File: config.mk
export PLATFORM = sky130hd
export DESIGN_NAME = ps2_key_event_tracker_flat
export DESIGN_NICKNAME = d
export VERILOG_FILES = /design/src/rtl/ps2_key_event_tracker_pkg.sv /design/src/rtl/ps2_key_event_tracker_if.sv /design/src/rtl/ps2_scancode_map.sv /design/src/rtl/ps2_key_event_tracker.sv /design/src/flat_wrapper.sv
export SDC_FILE = /design/constraint.sdc
export NUM_CORES = 1
export LEC_CHECK = 0
export BUFFER_PORTS_ARGS = -buffer_cell sky130_fd_sc_hd__buf_4
export CAP_MARGIN = 15
export CORE_ASPECT_RATIO = 1.2
export CORE_MARGIN = 8
export CORE_UTILIZATION = 30
export CTS_CLUSTER_DIAMETER = 150
export DETAILED_ROUTE_END_ITERATION = 10
export HOLD_SLACK_MARGIN = 0.15
export PLACE_DENSITY = 0.47
export SYNTH_ARGS = -nofsm -noshare
export SYNTH_HDL_FRONTEND = slang
export SYNTH_SLANG_ARGS = --single-unit
File: constraint.sdc
create_clock -name CLOCK_50 -period 9.57 [get_ports CLOCK_50]
set_input_delay 0.957 -clock CLOCK_50 [delete_from_list [all_inputs] [get_ports CLOCK_50]]
set_output_delay 0.957 -clock CLOCK_50 [all_outputs]
set_load 0.05 [all_outputs]
File: src/rtl/ps2_key_event_tracker_pkg.sv
// ---------------------------------------------------------------------------
// ps2_key_event_tracker_pkg
// Shared definitions for the PS/2 key event tracker:
//   - key index constants (keyTilda .. keySpacebar = 0 .. 28)
//   - scancode constants (break/extended prefixes, ignored controller codes)
//   - FSM state encoding
//   - event word field layout {make, index}
// ---------------------------------------------------------------------------
package ps2_key_event_tracker_pkg;

  // Key indices, bit positions in key_state
  localparam int unsigned keyTilda     = 0;
  localparam int unsigned key1         = 1;
  localparam int unsigned key2         = 2;
  localparam int unsigned key3         = 3;
  localparam int unsigned key4         = 4;
  localparam int unsigned key5         = 5;
  localparam int unsigned key6         = 6;
  localparam int unsigned key7         = 7;
  localparam int unsigned key8         = 8;
  localparam int unsigned key9         = 9;
  localparam int unsigned key0         = 10;
  localparam int unsigned keyMinus     = 11;
  localparam int unsigned keyEquals    = 12;
  localparam int unsigned keyBackspace = 13;
  localparam int unsigned keyTab       = 14;
  localparam int unsigned keyQ         = 15;
  localparam int unsigned keyW         = 16;
  localparam int unsigned keyE         = 17;
  localparam int unsigned keyR         = 18;
  localparam int unsigned keyT         = 19;
  localparam int unsigned keyY         = 20;
  localparam int unsigned keyU         = 21;
  localparam int unsigned keyI         = 22;
  localparam int unsigned keyO         = 23;
  localparam int unsigned keyP         = 24;
  localparam int unsigned keyLBracket  = 25;
  localparam int unsigned keyRBracket  = 26;
  localparam int unsigned keyBackslash = 27;
  localparam int unsigned keySpacebar  = 28;

  // Scancodes
  localparam logic [7:0] SC_BREAK  = 8'hF0;
  localparam logic [7:0] SC_EXT    = 8'hE0;
  localparam logic [7:0] SC_ACK    = 8'hFA;
  localparam logic [7:0] SC_BAT_OK = 8'hAA;
  localparam logic [7:0] SC_RESEND = 8'hFE;
  localparam logic [7:0] SC_ECHO   = 8'hEE;
  localparam logic [7:0] SC_ERR_LO = 8'h00;
  localparam logic [7:0] SC_ERR_HI = 8'hFF;

  // Tracker FSM
  typedef enum logic [1:0] {
    ST_IDLE,
    ST_BRK,
    ST_EXT,
    ST_EXT_BRK
  } kt_state_e;

  // Event word layout
  localparam int unsigned IDX_W        = 5;
  localparam int unsigned EVT_W        = 6;
  localparam int unsigned EVT_MAKE_BIT = 5;

  // Controller/status bytes that never start a key sequence
  function automatic logic is_ignored_code(input logic [7:0] code);
    return (code == SC_ACK) || (code == SC_BAT_OK) || (code == SC_RESEND) ||
           (code == SC_ECHO) || (code == SC_ERR_LO) || (code == SC_ERR_HI);
  endfunction

endpackage

File: src/rtl/ps2_key_event_tracker_if.sv
// ---------------------------------------------------------------------------
// ps2_key_event_tracker_if
// Valid/ready key event stream leaving the tracker.
//   evt_valid : head entry present
//   evt_data  : head entry {make, index[4:0]}
//   evt_ready : consumer pops head when evt_valid & evt_ready
// master = tracker (producer), slave = consumer.
// ---------------------------------------------------------------------------
interface ps2_key_event_tracker_if;
  import ps2_key_event_tracker_pkg::*;

  logic             evt_valid;
  logic [EVT_W-1:0] evt_data;
  logic             evt_ready;

  modport master (output evt_valid, output evt_data, input evt_ready);
  modport slave  (input evt_valid, input evt_data, output evt_ready);
endinterface

File: src/rtl/ps2_scancode_map.sv
// ---------------------------------------------------------------------------
// ps2_scancode_map
// Combinational scancode -> key index lookup.
//   i_code  : received PS/2 byte
//   o_hit   : byte maps to a tracked key (index < NUM_KEYS)
//   o_index : key index (valid only when o_hit)
// ---------------------------------------------------------------------------
module ps2_scancode_map
  import ps2_key_event_tracker_pkg::*;
#(
  parameter int unsigned NUM_KEYS = 29
) (
  input  logic [7:0]       i_code,
  output logic             o_hit,
  output logic [IDX_W-1:0] o_index
);

  logic             w_known;
  logic [IDX_W-1:0] w_idx;

  always_comb begin
    w_known = 1'b1;
    w_idx   = '0;
    case (i_code)
      8'h0E:   w_idx = IDX_W'(keyTilda);
      8'h16:   w_idx = IDX_W'(key1);
      8'h1E:   w_idx = IDX_W'(key2);
      8'h26:   w_idx = IDX_W'(key3);
      8'h25:   w_idx = IDX_W'(key4);
      8'h2E:   w_idx = IDX_W'(key5);
      8'h36:   w_idx = IDX_W'(key6);
      8'h3D:   w_idx = IDX_W'(key7);
      8'h3E:   w_idx = IDX_W'(key8);
      8'h46:   w_idx = IDX_W'(key9);
      8'h45:   w_idx = IDX_W'(key0);
      8'h4E:   w_idx = IDX_W'(keyMinus);
      8'h55:   w_idx = IDX_W'(keyEquals);
      8'h66:   w_idx = IDX_W'(keyBackspace);
      8'h0D:   w_idx = IDX_W'(keyTab);
      8'h15:   w_idx = IDX_W'(keyQ);
      8'h1D:   w_idx = IDX_W'(keyW);
      8'h24:   w_idx = IDX_W'(keyE);
      8'h2D:   w_idx = IDX_W'(keyR);
      8'h2C:   w_idx = IDX_W'(keyT);
      8'h35:   w_idx = IDX_W'(keyY);
      8'h3C:   w_idx = IDX_W'(keyU);
      8'h43:   w_idx = IDX_W'(keyI);
      8'h44:   w_idx = IDX_W'(keyO);
      8'h4D:   w_idx = IDX_W'(keyP);
      8'h54:   w_idx = IDX_W'(keyLBracket);
      8'h5B:   w_idx = IDX_W'(keyRBracket);
      8'h5D:   w_idx = IDX_W'(keyBackslash);
      8'h29:   w_idx = IDX_W'(keySpacebar);
      default: w_known = 1'b0;
    endcase
  end

  // Indices beyond the configured key count behave as unmapped
  assign o_hit   = w_known && (32'(w_idx) < NUM_KEYS);
  assign o_index = w_idx;

endmodule

File: src/rtl/ps2_key_event_tracker.sv
// ---------------------------------------------------------------------------
// ps2_key_event_tracker
// Tracks PS/2 make/break/E0 sequences, keeps a held-key vector and count,
// emits one-cycle press/release pulses and queues {make,index} events.
//   CLOCK_50, resetn     : clock, async active-low reset
//   rx_data, rx_valid    : received byte and its one-cycle strobe
//   clear_all            : drop all held keys (no events)
//   key_state, held_count: held-key vector and its population count
//   key_press_pulse / key_release_pulse : accepted make / break
//   evt (master)         : event FIFO head, valid/ready
//   evt_overflow         : sticky drop flag, cleared by clear_overflow
// ---------------------------------------------------------------------------
module ps2_key_event_tracker
  import ps2_key_event_tracker_pkg::*;
#(
  parameter int unsigned NUM_KEYS       = 29,
  parameter int unsigned FIFO_DEPTH     = 8,
  parameter int unsigned TIMEOUT_CYCLES = 50000
) (
  input  logic                    CLOCK_50,
  input  logic                    resetn,
  input  logic [7:0]              rx_data,
  input  logic                    rx_valid,
  input  logic                    clear_all,
  output logic [NUM_KEYS-1:0]     key_state,
  output logic                    key_press_pulse,
  output logic                    key_release_pulse,
  output logic [5:0]              held_count,
  ps2_key_event_tracker_if.master evt,
  output logic                    evt_overflow,
  input  logic                    clear_overflow
);

  localparam int unsigned AW = $clog2(FIFO_DEPTH);
  localparam int unsigned TW = (TIMEOUT_CYCLES > 1) ? $clog2(TIMEOUT_CYCLES) : 1;

  kt_state_e           r_state, w_next_state;
  logic [TW-1:0]       r_timer;
  logic [NUM_KEYS-1:0] r_key_state;
  logic [5:0]          r_held_count;
  logic                r_press, r_release;

  logic                w_hit;
  logic [IDX_W-1:0]    w_index;
  logic                w_make, w_break, w_held, w_press, w_release, w_push;
  logic [31:0]         w_keys32;
  logic [NUM_KEYS-1:0] w_mask;
  logic [EVT_W-1:0]    w_push_data;

  logic [EVT_W-1:0]    r_mem [FIFO_DEPTH];
  logic [AW-1:0]       r_wptr, r_rptr;
  logic [AW:0]         r_count;
  logic                r_overflow;
  logic                w_empty, w_full, w_pop, w_wr, w_drop;

  ps2_scancode_map #(.NUM_KEYS(NUM_KEYS)) u_map (
    .i_code  (rx_data),
    .o_hit   (w_hit),
    .o_index (w_index)
  );

  // Sequence decode: next state plus whether this byte completes a make/break
  always_comb begin
    w_next_state = r_state;
    w_make       = 1'b0;
    w_break      = 1'b0;
    if (rx_valid) begin
      case (r_state)
        ST_IDLE: begin
          if (rx_data == SC_BREAK)       w_next_state = ST_BRK;
          else if (rx_data == SC_EXT)    w_next_state = ST_EXT;
          else if (!is_ignored_code(rx_data)) w_make = w_hit;
        end
        ST_BRK: begin
          if (rx_data == SC_BREAK)       w_next_state = ST_BRK;
          else if (rx_data == SC_EXT)    w_next_state = ST_EXT;
          else begin
            w_break      = w_hit;
            w_next_state = ST_IDLE;
          end
        end
        ST_EXT: begin
          if (rx_data == SC_BREAK)       w_next_state = ST_EXT_BRK;
          else                           w_next_state = ST_IDLE;
        end
        default:                         w_next_state = ST_IDLE;
      endcase
    end else if (r_state != ST_IDLE && r_timer == TW'(TIMEOUT_CYCLES - 1)) begin
      w_next_state = ST_IDLE;
    end
  end

  // Typematic repeats and breaks of unheld keys fall out of the held test
  assign w_keys32  = 32'(r_key_state);
  assign w_held    = w_keys32[w_index];
  assign w_press   = w_make  & ~w_held & ~clear_all;
  assign w_release = w_break &  w_held & ~clear_all;
  assign w_push    = w_press | w_release;
  assign w_mask    = NUM_KEYS'(1) << w_index;

  always_comb begin
    w_push_data               = '0;
    w_push_data[EVT_MAKE_BIT] = w_press;
    w_push_data[IDX_W-1:0]    = w_index;
  end

  always_ff @(posedge CLOCK_50 or negedge resetn) begin
    if (!resetn) begin
      r_state      <= ST_IDLE;
      r_timer      <= '0;
      r_key_state  <= '0;
      r_held_count <= '0;
      r_press      <= 1'b0;
      r_release    <= 1'b0;
    end else begin
      r_press   <= 1'b0;
      r_release <= 1'b0;
      if (clear_all) begin
        r_state      <= ST_IDLE;
        r_timer      <= '0;
        r_key_state  <= '0;
        r_held_count <= '0;
      end else begin
        r_state <= w_next_state;
        if (rx_valid || w_next_state == ST_IDLE) r_timer <= '0;
        else                                     r_timer <= r_timer + TW'(1);
        if (w_press) begin
          r_key_state  <= r_key_state | w_mask;
          r_held_count <= r_held_count + 6'd1;
          r_press      <= 1'b1;
        end else if (w_release) begin
          r_key_state  <= r_key_state & ~w_mask;
          r_held_count <= r_held_count - 6'd1;
          r_release    <= 1'b1;
        end
      end
    end
  end

  // Event FIFO; a pop frees the slot a same-cycle push needs when full
  assign w_empty = (r_count == '0);
  assign w_full  = (r_count == (AW+1)'(FIFO_DEPTH));
  assign w_pop   = ~w_empty & evt.evt_ready;
  assign w_wr    = w_push & (~w_full | w_pop);
  assign w_drop  = w_push & w_full & ~w_pop;

  always_ff @(posedge CLOCK_50 or negedge resetn) begin
    if (!resetn) begin
      r_wptr     <= '0;
      r_rptr     <= '0;
      r_count    <= '0;
      r_overflow <= 1'b0;
    end else begin
      if (w_wr)  r_wptr <= r_wptr + AW'(1);
      if (w_pop) r_rptr <= r_rptr + AW'(1);
      case ({w_wr, w_pop})
        2'b10:   r_count <= r_count + (AW+1)'(1);
        2'b01:   r_count <= r_count - (AW+1)'(1);
        default: r_count <= r_count;
      endcase
      if (w_drop)              r_overflow <= 1'b1;
      else if (clear_overflow) r_overflow <= 1'b0;
    end
  end

  always_ff @(posedge CLOCK_50) begin
    if (w_wr) r_mem[r_wptr] <= w_push_data;
  end

  assign key_state         = r_key_state;
  assign held_count        = r_held_count;
  assign key_press_pulse   = r_press;
  assign key_release_pulse = r_release;
  assign evt_overflow      = r_overflow;
  assign evt.evt_valid     = ~w_empty;
  assign evt.evt_data      = w_empty ? '0 : r_mem[r_rptr];

endmodule

File: src/flat_wrapper.sv
// flat-port wrapper written by rule: the top's interface ports become plain ports
module ps2_key_event_tracker_flat import ps2_key_event_tracker_pkg::*;
#(
  parameter int unsigned NUM_KEYS       = 29,
  parameter int unsigned FIFO_DEPTH     = 8,
  parameter int unsigned TIMEOUT_CYCLES = 50000
)
  (CLOCK_50, resetn, rx_data, rx_valid, clear_all, key_state, key_press_pulse, key_release_pulse, held_count, evt_overflow, clear_overflow, evt_evt_valid, evt_evt_data, evt_evt_ready);
  ps2_key_event_tracker_if evt_i ();
  input  logic CLOCK_50;
  input  logic resetn;
  input  logic [7:0] rx_data;
  input  logic rx_valid;
  input  logic clear_all;
  output logic [NUM_KEYS-1:0] key_state;
  output logic key_press_pulse;
  output logic key_release_pulse;
  output logic [5:0] held_count;
  output logic evt_overflow;
  input  logic clear_overflow;
  output wire logic [$bits(evt_i.evt_valid)-1:0] evt_evt_valid;
  output wire logic [$bits(evt_i.evt_data)-1:0] evt_evt_data;
  input wire logic [$bits(evt_i.evt_ready)-1:0] evt_evt_ready;
  assign evt_evt_valid = evt_i.evt_valid;
  assign evt_evt_data = evt_i.evt_data;
  assign evt_i.evt_ready = evt_evt_ready;
  ps2_key_event_tracker #(.NUM_KEYS(NUM_KEYS), .FIFO_DEPTH(FIFO_DEPTH), .TIMEOUT_CYCLES(TIMEOUT_CYCLES)) u_core (.CLOCK_50(CLOCK_50), .resetn(resetn), .rx_data(rx_data), .rx_valid(rx_valid), .clear_all(clear_all), .key_state(key_state), .key_press_pulse(key_press_pulse), .key_release_pulse(key_release_pulse), .held_count(held_count), .evt(evt_i), .evt_overflow(evt_overflow), .clear_overflow(clear_overflow));
endmodule
=== Word-level counts from Yosys, hierarchy flattened ===
Memory sizes are Yosys's and may differ from the RTL's.
Index checks and enable logic that the tools add are counted.

* Order comparisons: 2
* Bitwise logic cells: 18
* Mux-type cells: 41
* Eq/ne operators: 42
* Shift operators: 1
* Add/subtract/negate cells: 7
* Reductions and logical operators: 17

{| class="wikitable"
|+ Operators by type and width
! cell !! count
|-
| $pmux 5 s28 || 1
|-
| $eq 8x6->1 const B || 12
|-
| $eq 8x7->1 const B || 11
|-
| $mux 29 || 3
|-
| $eq 8x8->1 const B || 7
|-
| $eq 8x5->1 const B || 4
|-
| $mux 16 || 2
|-
| $and 29x29->29 || 1
|-
| $not 29->29 || 1
|-
| $or 29x29->29 || 1
|-
| $reduce_or 29->1 || 1
|-
| $shl 1x5->29 const A || 1
|-
| $mux 6 || 4
|-
| $mux 1 || 20
|-
| $add 16x1->16 const B || 1
|-
| $eq 16x16->1 const B || 1
|-
| $eq 8x4->1 const B || 2
|-
| $mux 2 || 8
|-
| $and 1x1->1 || 8
|-
| $logic_not 8->1 || 1
|-
| $pmux 4 s2 || 1
|-
| $add 3x1->3 const B || 2
|-
| $add 6x1->6 const B || 1
|-
| $logic_or 1x1->1 || 6
|-
| 17 further kinds || 28
|}

* Memories kept: 1
* Register bits: 66
* Bits in writable memories: 48
* Word-level logic and storage cells: 139

{| class="wikitable"
|+ Memory list
! name !! depth !! width !! read ports !! clocked after memory_dff !! write ports !! RTL line !! text
|-
| u_core.r_mem || 8 || 6 || 1 || 0 || 1 || ps2_key_event_tracker.sv:50 || <nowiki>logic [EVT_W-1:0] r_mem [FIFO_DEPTH];</nowiki>
|}

=== Longest topological paths before layout ===
* Depth in word-level cells: 17
* Depth in mapped cells: 23

=== Cells and area by module ===
A second synthesis with hierarchy kept.

* Cells, all modules: 589
* Area total of the unflattened synthesis: 6,276.0 um2

{| class="wikitable"
|+ By module, submodules not included
! module !! cells each !! times used !! seq. area each (um2) !! area each (um2)
|-
| ps2_key_event_tracker || 481 || 1 || 3,093.0 || 5,584.1
|-
| ps2_scancode_map || 108 || 1 || 0.0 || 691.9
|}

=== Worst setup path before layout ===
OpenSTA, ideal clock, no wires.

* Kind: input -> register
* Start: in rx_data[2]
* End: reg u_core.r_held_count[5], in the netlist u_core.held_count[5]
* Setup time: 142 ps
* Data required time: 9,428 ps
* Data arrival time: 5,144 ps
* Path buffers: 4
* Path slack: 4,284 ps
* Stages: 21
* Path through: buf_2 > buf_2 > clkbuf_1 > mux2i_1 > o22a_1 > o21ai_1 > nor3_2 > inv_1 > nor4_1 > a2111oi_4 > nor3_4 > buf_4 > inv_1 > ha_1 > a21o_1 > a21oi_1 > o21bai_1 > a21oi_1 > o211ai_1 > a22oi_1 > mux2i_1

* Elaborated cells between the ends (all ways): 66

{| class="wikitable"
|+ RTL lines
! what !! RTL line !! text
|-
| start: declaration || flat_wrapper.sv:12 || <nowiki>input logic [7:0] rx_data;</nowiki>
|-
| $eq 8x6->1, or another cell as far along || ps2_scancode_map.sv:24 || <nowiki>case (i_code)</nowiki>
|-
| $pmux 5 s28 (*) || ps2_scancode_map.sv:24 ||
|-
| via u_core.u_map.o_index[4] || ps2_scancode_map.sv:15 || <nowiki>output logic [IDX_W-1:0] o_index</nowiki>
|-
| $lt 5x5->1 || ps2_scancode_map.sv:59 || <nowiki>assign o_hit = w_known && (32'(w_idx) < NUM_KEYS);</nowiki>
|-
| $logic_and 1x1->1 || ps2_scancode_map.sv:59 ||
|-
| $mux 1 || ps2_key_event_tracker.sv:72 || <nowiki>else if (!is_ignored_code(rx_data)) w_make = w_hit;</nowiki>
|-
| $mux 1 || ps2_key_event_tracker.sv:71 || <nowiki>else if (rx_data == SC_EXT) w_next_state = ST_EXT;</nowiki>
|-
| $mux 1 || ps2_key_event_tracker.sv:70 || <nowiki>if (rx_data == SC_BREAK) w_next_state = ST_BRK;</nowiki>
|-
| $mux 1 || ps2_key_event_tracker.sv:68 || <nowiki>case (r_state)</nowiki>
|-
| $mux 1 || ps2_key_event_tracker.sv:67 || <nowiki>if (rx_valid) begin</nowiki>
|-
| $and 1x1->1 (*) (2 in a row) || ps2_key_event_tracker.sv:96 || <nowiki>assign w_press = w_make & ~w_held & ~clear_all;</nowiki>
|-
| via u_core.w_press || ps2_key_event_tracker.sv:45 || <nowiki>logic w_make, w_break, w_held, w_press, w_release, w_push;</nowiki>
|-
| $mux 6 || ps2_key_event_tracker.sv:127 || <nowiki>if (w_press) begin</nowiki>
|-
| $mux 6 || ps2_key_event_tracker.sv:118 || <nowiki>if (clear_all) begin</nowiki>
|-
| end signal: assignment || ps2_key_event_tracker.sv:129 || <nowiki>r_held_count <= r_held_count + 6'd1;</nowiki>
|-
| end signal: assignment || ps2_key_event_tracker.sv:133 || <nowiki>r_held_count <= r_held_count - 6'd1;</nowiki>
|-
| end: declaration || ps2_key_event_tracker.sv:40 || <nowiki>logic [5:0] r_held_count;</nowiki>
|}

Mark *: on every way through the listed nets, which the timed path passes. The rest lies on a longest branch. The select of a mux whose other input is x is not followed.
A chain may end at the register's enable or synchronous reset.

=== Worst setup path in the final report ===
* Start: in rx_data[3]
* End: reg u_core.r_count[2]

* Elaborated cells between the ends (all ways): 69

{| class="wikitable"
|+ RTL lines
! what !! RTL line !! text
|-
| $eq 8x6->1, or another cell as far along || ps2_scancode_map.sv:24 ||
|-
| $pmux 5 s28 (*) || ps2_scancode_map.sv:24 ||
|-
| via u_core.u_map.o_index[2] || ps2_scancode_map.sv:15 ||
|-
| $lt 5x5->1 || ps2_scancode_map.sv:59 ||
|-
| $logic_and 1x1->1 || ps2_scancode_map.sv:59 ||
|-
| $mux 1 || ps2_key_event_tracker.sv:72 ||
|-
| $mux 1 || ps2_key_event_tracker.sv:71 ||
|-
| $mux 1 || ps2_key_event_tracker.sv:70 ||
|-
| $mux 1 || ps2_key_event_tracker.sv:68 ||
|-
| $mux 1 || ps2_key_event_tracker.sv:67 ||
|-
| $and 1x1->1 (2 in a row) || ps2_key_event_tracker.sv:96 ||
|-
| $or 1x1->1 (*) || ps2_key_event_tracker.sv:98 || <nowiki>assign w_push = w_press | w_release;</nowiki>
|-
| $and 1x1->1 (*) || ps2_key_event_tracker.sv:144 || <nowiki>assign w_wr = w_push & (~w_full | w_pop);</nowiki>
|-
| $eq 2x1->1 / $eq 2x2->1 (equally long branches) || ps2_key_event_tracker.sv:156 || <nowiki>case ({w_wr, w_pop})</nowiki>
|-
| $pmux 4 s2 / $reduce_bool 2->1 (equally long branches) || n/a ||
|-
| end signal: assignment || ps2_key_event_tracker.sv:157 || <nowiki>2'b10: r_count <= r_count + (AW+1)'(1);</nowiki>
|-
| end signal: assignment || ps2_key_event_tracker.sv:158 || <nowiki>2'b01: r_count <= r_count - (AW+1)'(1);</nowiki>
|-
| end signal: assignment || ps2_key_event_tracker.sv:159 || <nowiki>default: r_count <= r_count;</nowiki>
|-
| end: declaration || ps2_key_event_tracker.sv:52 || <nowiki>logic [AW:0] r_count;</nowiki>
|}

Marks and branches as above.

==> impl_metrics.json <==
{
  "cpPeakStageDelay_ns": 0.58,
  "criticalPathCategory": "input pin to flop",
  "grt_remaining_overflow": 0,
  "grt.total_usage": 0.1447,
  "cts.sinks": 114,
  "antenna_found_initial": 0,
  "syn2layout_area_growth_pct": 18.51,
  "p_leak_nw": 2.874,
  "detail_route.wirelength_mm": 18.86,
  "postSynth.asyncResetShare": 0.5789,
  "synth.area.top_cells": "dfrtp_1 25%, edfxtp_1 22%, mux4_2 4.1%, nor2_1 3.5%, a211oi_1 3.3%",
  "power_mw": 1.610,
  "synth_cell_types": 88,
  "netlist_area_mm2": 0.006578,
  "cts_tree": "yes",
  "grt_max_degree": 67,
  "synth_ff_type": "dfrtp_1",
  "via_count": 5097,
  "synthMuxAreaShare": 0.05992,
  "power_density_mw_per_mm2": 206.5,
  "rsz0062_at_grt": "no",
  "dieArea_mm2": 0.02694,
  "setup_violations": 0,
  "worst_path_max_delay_cell": "a2111oi_4",
  "fp.dieW_um": 151.2,
  "synth_xor_area_frac": 0.03728,
  "synth_top_family_by_area": "simple AND/OR/NAND/NOR gates",
  "nets": 669,
  "nFillCells": 2133,
  "cts_setup_buffers": 0,
  "yosysTopAreaCellShare": 0.2511,
  "fin_crit_ns": 5.300,
  "synth_largest_area_cell": "dfrtp_1",
  "route.detailed.drc": 0,
  "peakVddDrop_uv": 188.2,
  "fmax_ghz": 0.1887,
  "place_congestion": 0.8081,
  "ctsHoldBuffers": 0,
  "start_util": 0.3041,
  "crit_path_cell_trace": "buf_4, and4bb_2, a22oi_1, o31a_1, and3_1, clkinv_4, a221o_1, a2111oi_4, nor3b_2, o21ai_2, ha_1, xor2_1, ha_1, a21oi_1, xor2_1, nor2_1, xor2_1",
  "vias_per_cell": 5.475,
  "ios": 59,
  "drv_slew": 0,
  "tightest_slew_ns": 0.9944,
  "coreArea_mm2": 0.02163,
  "syn_area_per_cell_um2": 10.91,
  "cts.clk_slew.worst_paths_ns": 0.06,
  "cp_common_cell": "xor2_1",
  "drive_above_1_share": 0.2100,
  "min_path_type": "flop to flop",
  "cp-start-kind": "input pin",
  "synth_fa_ha_area_frac": 0.02207,
  "syn_inst": 603,
  "post_cts_resized": 0,
  "synth_seq_cells": 114,
  "cts_root_buf": "clkbuf_16",
  "maxCapViolCount": 0,
  "fp-row-count": 59,
  "io_buffers": 58,
  "grt_pass1_vias": 5105,
  "fin_crit_sh": 0.5539,
  "yosysSeqAreaShare": 0.4702,
  "required_ns": 9.86,
  "first_pass_iters": 5,
  "wl_per_cell_um": 20.25,
  "n_antenna_cell": 0,
  "maxSlewHeadroom": 0.3320,
  "numCtsBuffers": 17,
  "setup_tns_ns": 0,
  "synth_edf_count": 48,
  "synth_compound_area_frac": 0.1613,
  "skew_ns": 0.01595,
  "cp_num_buf_inv": 2,
  "clock_path_buffers": 2,
  "drt_iter0_markers": 377,
  "finalHoldViolations": 0,
  "die_h_um": 178.2,
  "synth-simple-area-share": 0.2026,
  "cpLargestDelayFamily": "compound AO/OA/AOI/OAI gates",
  "insertion_delay_ns": 0.42,
  "yosys_warnings": 0,
  "grt_pass1_wl_mm": 29.76,
  "dp_hpwl_mm": 13.44,
  "status": "finished, final reports clean",
  "syn_nets": 628,
  "endpoint_kind": "flop",
  "path_max_fanout": 29,
  "ant_nets": 0,
  "htreeDepth": 4,
  "arrival_ns": 5.59
}
cells by family after synthesis:
kind of cell | Yosys count
compound gates | 151
xor+xnor | 28
fa+ha+maj | 11
buf+inv | 59
flops | 114
mux | 24
simple gates | 216
placed cells by master, fill, tap and decap left out, types with 5 or more instances in the layout:
cell type / count
nor2b_1: 5
a311oi_1: 5
nor3_1: 8
nor3b_1: 5
ha_1: 10
a211oi_1: 29
nor2_1: 61
nor4b_2: 7
dfrtp_1: 66
xnor2_1: 17
o21ai_0: 12
inv_1: 16
mux4_2: 12
o211ai_1: 6
nor4_1: 9
nand3_1: 27
edfxtp_1: 48
and3_1: 9
xor2_1: 11
o22ai_1: 5
nand2_1: 22
clkbuf_16: 17
a31oi_1: 9
nand4_1: 7
buf_4: 62
nand4bb_1: 5
and2_1: 5
nand2b_1: 6
mux2i_1: 9
a21oi_1: 41
nand4b_1: 5
Yosys cell counts, types with 11 or more instances:
master    count
buf_2        13
xnor2_1      17
o21ai_0      12
buf_4        13
a21oi_1      41
nor2_1       61
nand3_1      27
dfrtp_1      66
nand2_1      22
xor2_1       11
a211oi_1     29
edfxtp_1     48
mux4_2       12
inv_1        16
power breakdown:
group | switching, mW | total (mW) | internal, mW
clock | 0.240 | 0.653 | 0.413
combinational | 0.203 | 0.355 | 0.152
sequential | 0.0688 | 0.602 | 0.533
total | 0.512 | 1.61 | 1.10
sequential cells by signal, summed over array words and instances (netlist names):
name                      flops
u_core.r_mem                 48
u_core.key_state             29
u_core.r_timer               16
u_core.held_count             6
u_core.r_count                4
u_core.r_rptr                 3
u_core.r_wptr                 3
u_core.r_state                2
u_core.evt_overflow           1
u_core.key_press_pulse        1
u_core.key_release_pulse      1
worst reg2reg max path, cell delays in order, from the launching register on:
cell	delay, ns
dfrtp_1	0.46
mux2i_1	0.12
a221o_1	0.41
a2111oi_4	0.58
nor3b_2	0.18
o21ai_2	0.57
ha_1	0.38
xor2_1	0.10
ha_1	0.18
a21oi_1	0.14
xor2_1	0.17
nor2_1	0.07
xor2_1	0.14
through the flow:
step                setup WS (ns)  hold WS, ns  instances    util  instance area [um^2]
floorplan                   4.284       0.4251        603       -                  6578
global placement            4.050       0.4465        898  0.3309                  7158
detailed placement          3.891       0.4642        898  0.3309                  7158
CTS                         4.326       0.4700        930  0.3591                  7767
global route                3.944       0.5010        931  0.3604                  7795
finish                      4.270       0.4579        931  0.3604                  7795
final cells by class:
type                    count  area, um^2  share of cell area
flip-flops and latches    114        3093              0.3968
well taps                 274       342.8             0.04398
multi-input cells         430        3184              0.4085
inverters                  18       72.57            0.009310
clock inverters            14       180.2             0.02311
clock buffers              18       429.2             0.05506
repair buffers             63       493.0             0.06324
routing by layer:
metal,part of all wire,routed length [um],vias up,track usage
met3,0.037,699,23,0.02893
met4,0.018,337,0,0.05370
met5,0,0,-,0
li1,-,-,2398,-
met1,0.44,8262,2556,0.1814
met2,0.51,9558,120,0.2411
path summary, 6_finish.rpt:
check	start	end	slack, ns	cells after the start
setup / recovery	rx_data[3]	u_core.r_count[2]$_DFFE_PN0P_	4.27	17
hold / removal	u_core.r_timer[0]$_DFF_PN0_	u_core.r_timer[0]$_DFF_PN0_	0.46	1
setup reg to reg	u_core.key_state[20]$_DFFE_PN0P_	u_core.r_count[2]$_DFFE_PN0P_	5.96	12
hold reg to reg	u_core.r_timer[0]$_DFF_PN0_	u_core.r_timer[0]$_DFF_PN0_	0.46	1
max in group asynchronous	resetn	u_core.key_state[4]$_DFFE_PN0P_	8.33	1
min in group asynchronous	resetn	u_core.r_timer[6]$_DFF_PN0_	0.65	1
No activity file was read; power rests on OpenSTA's default activity.
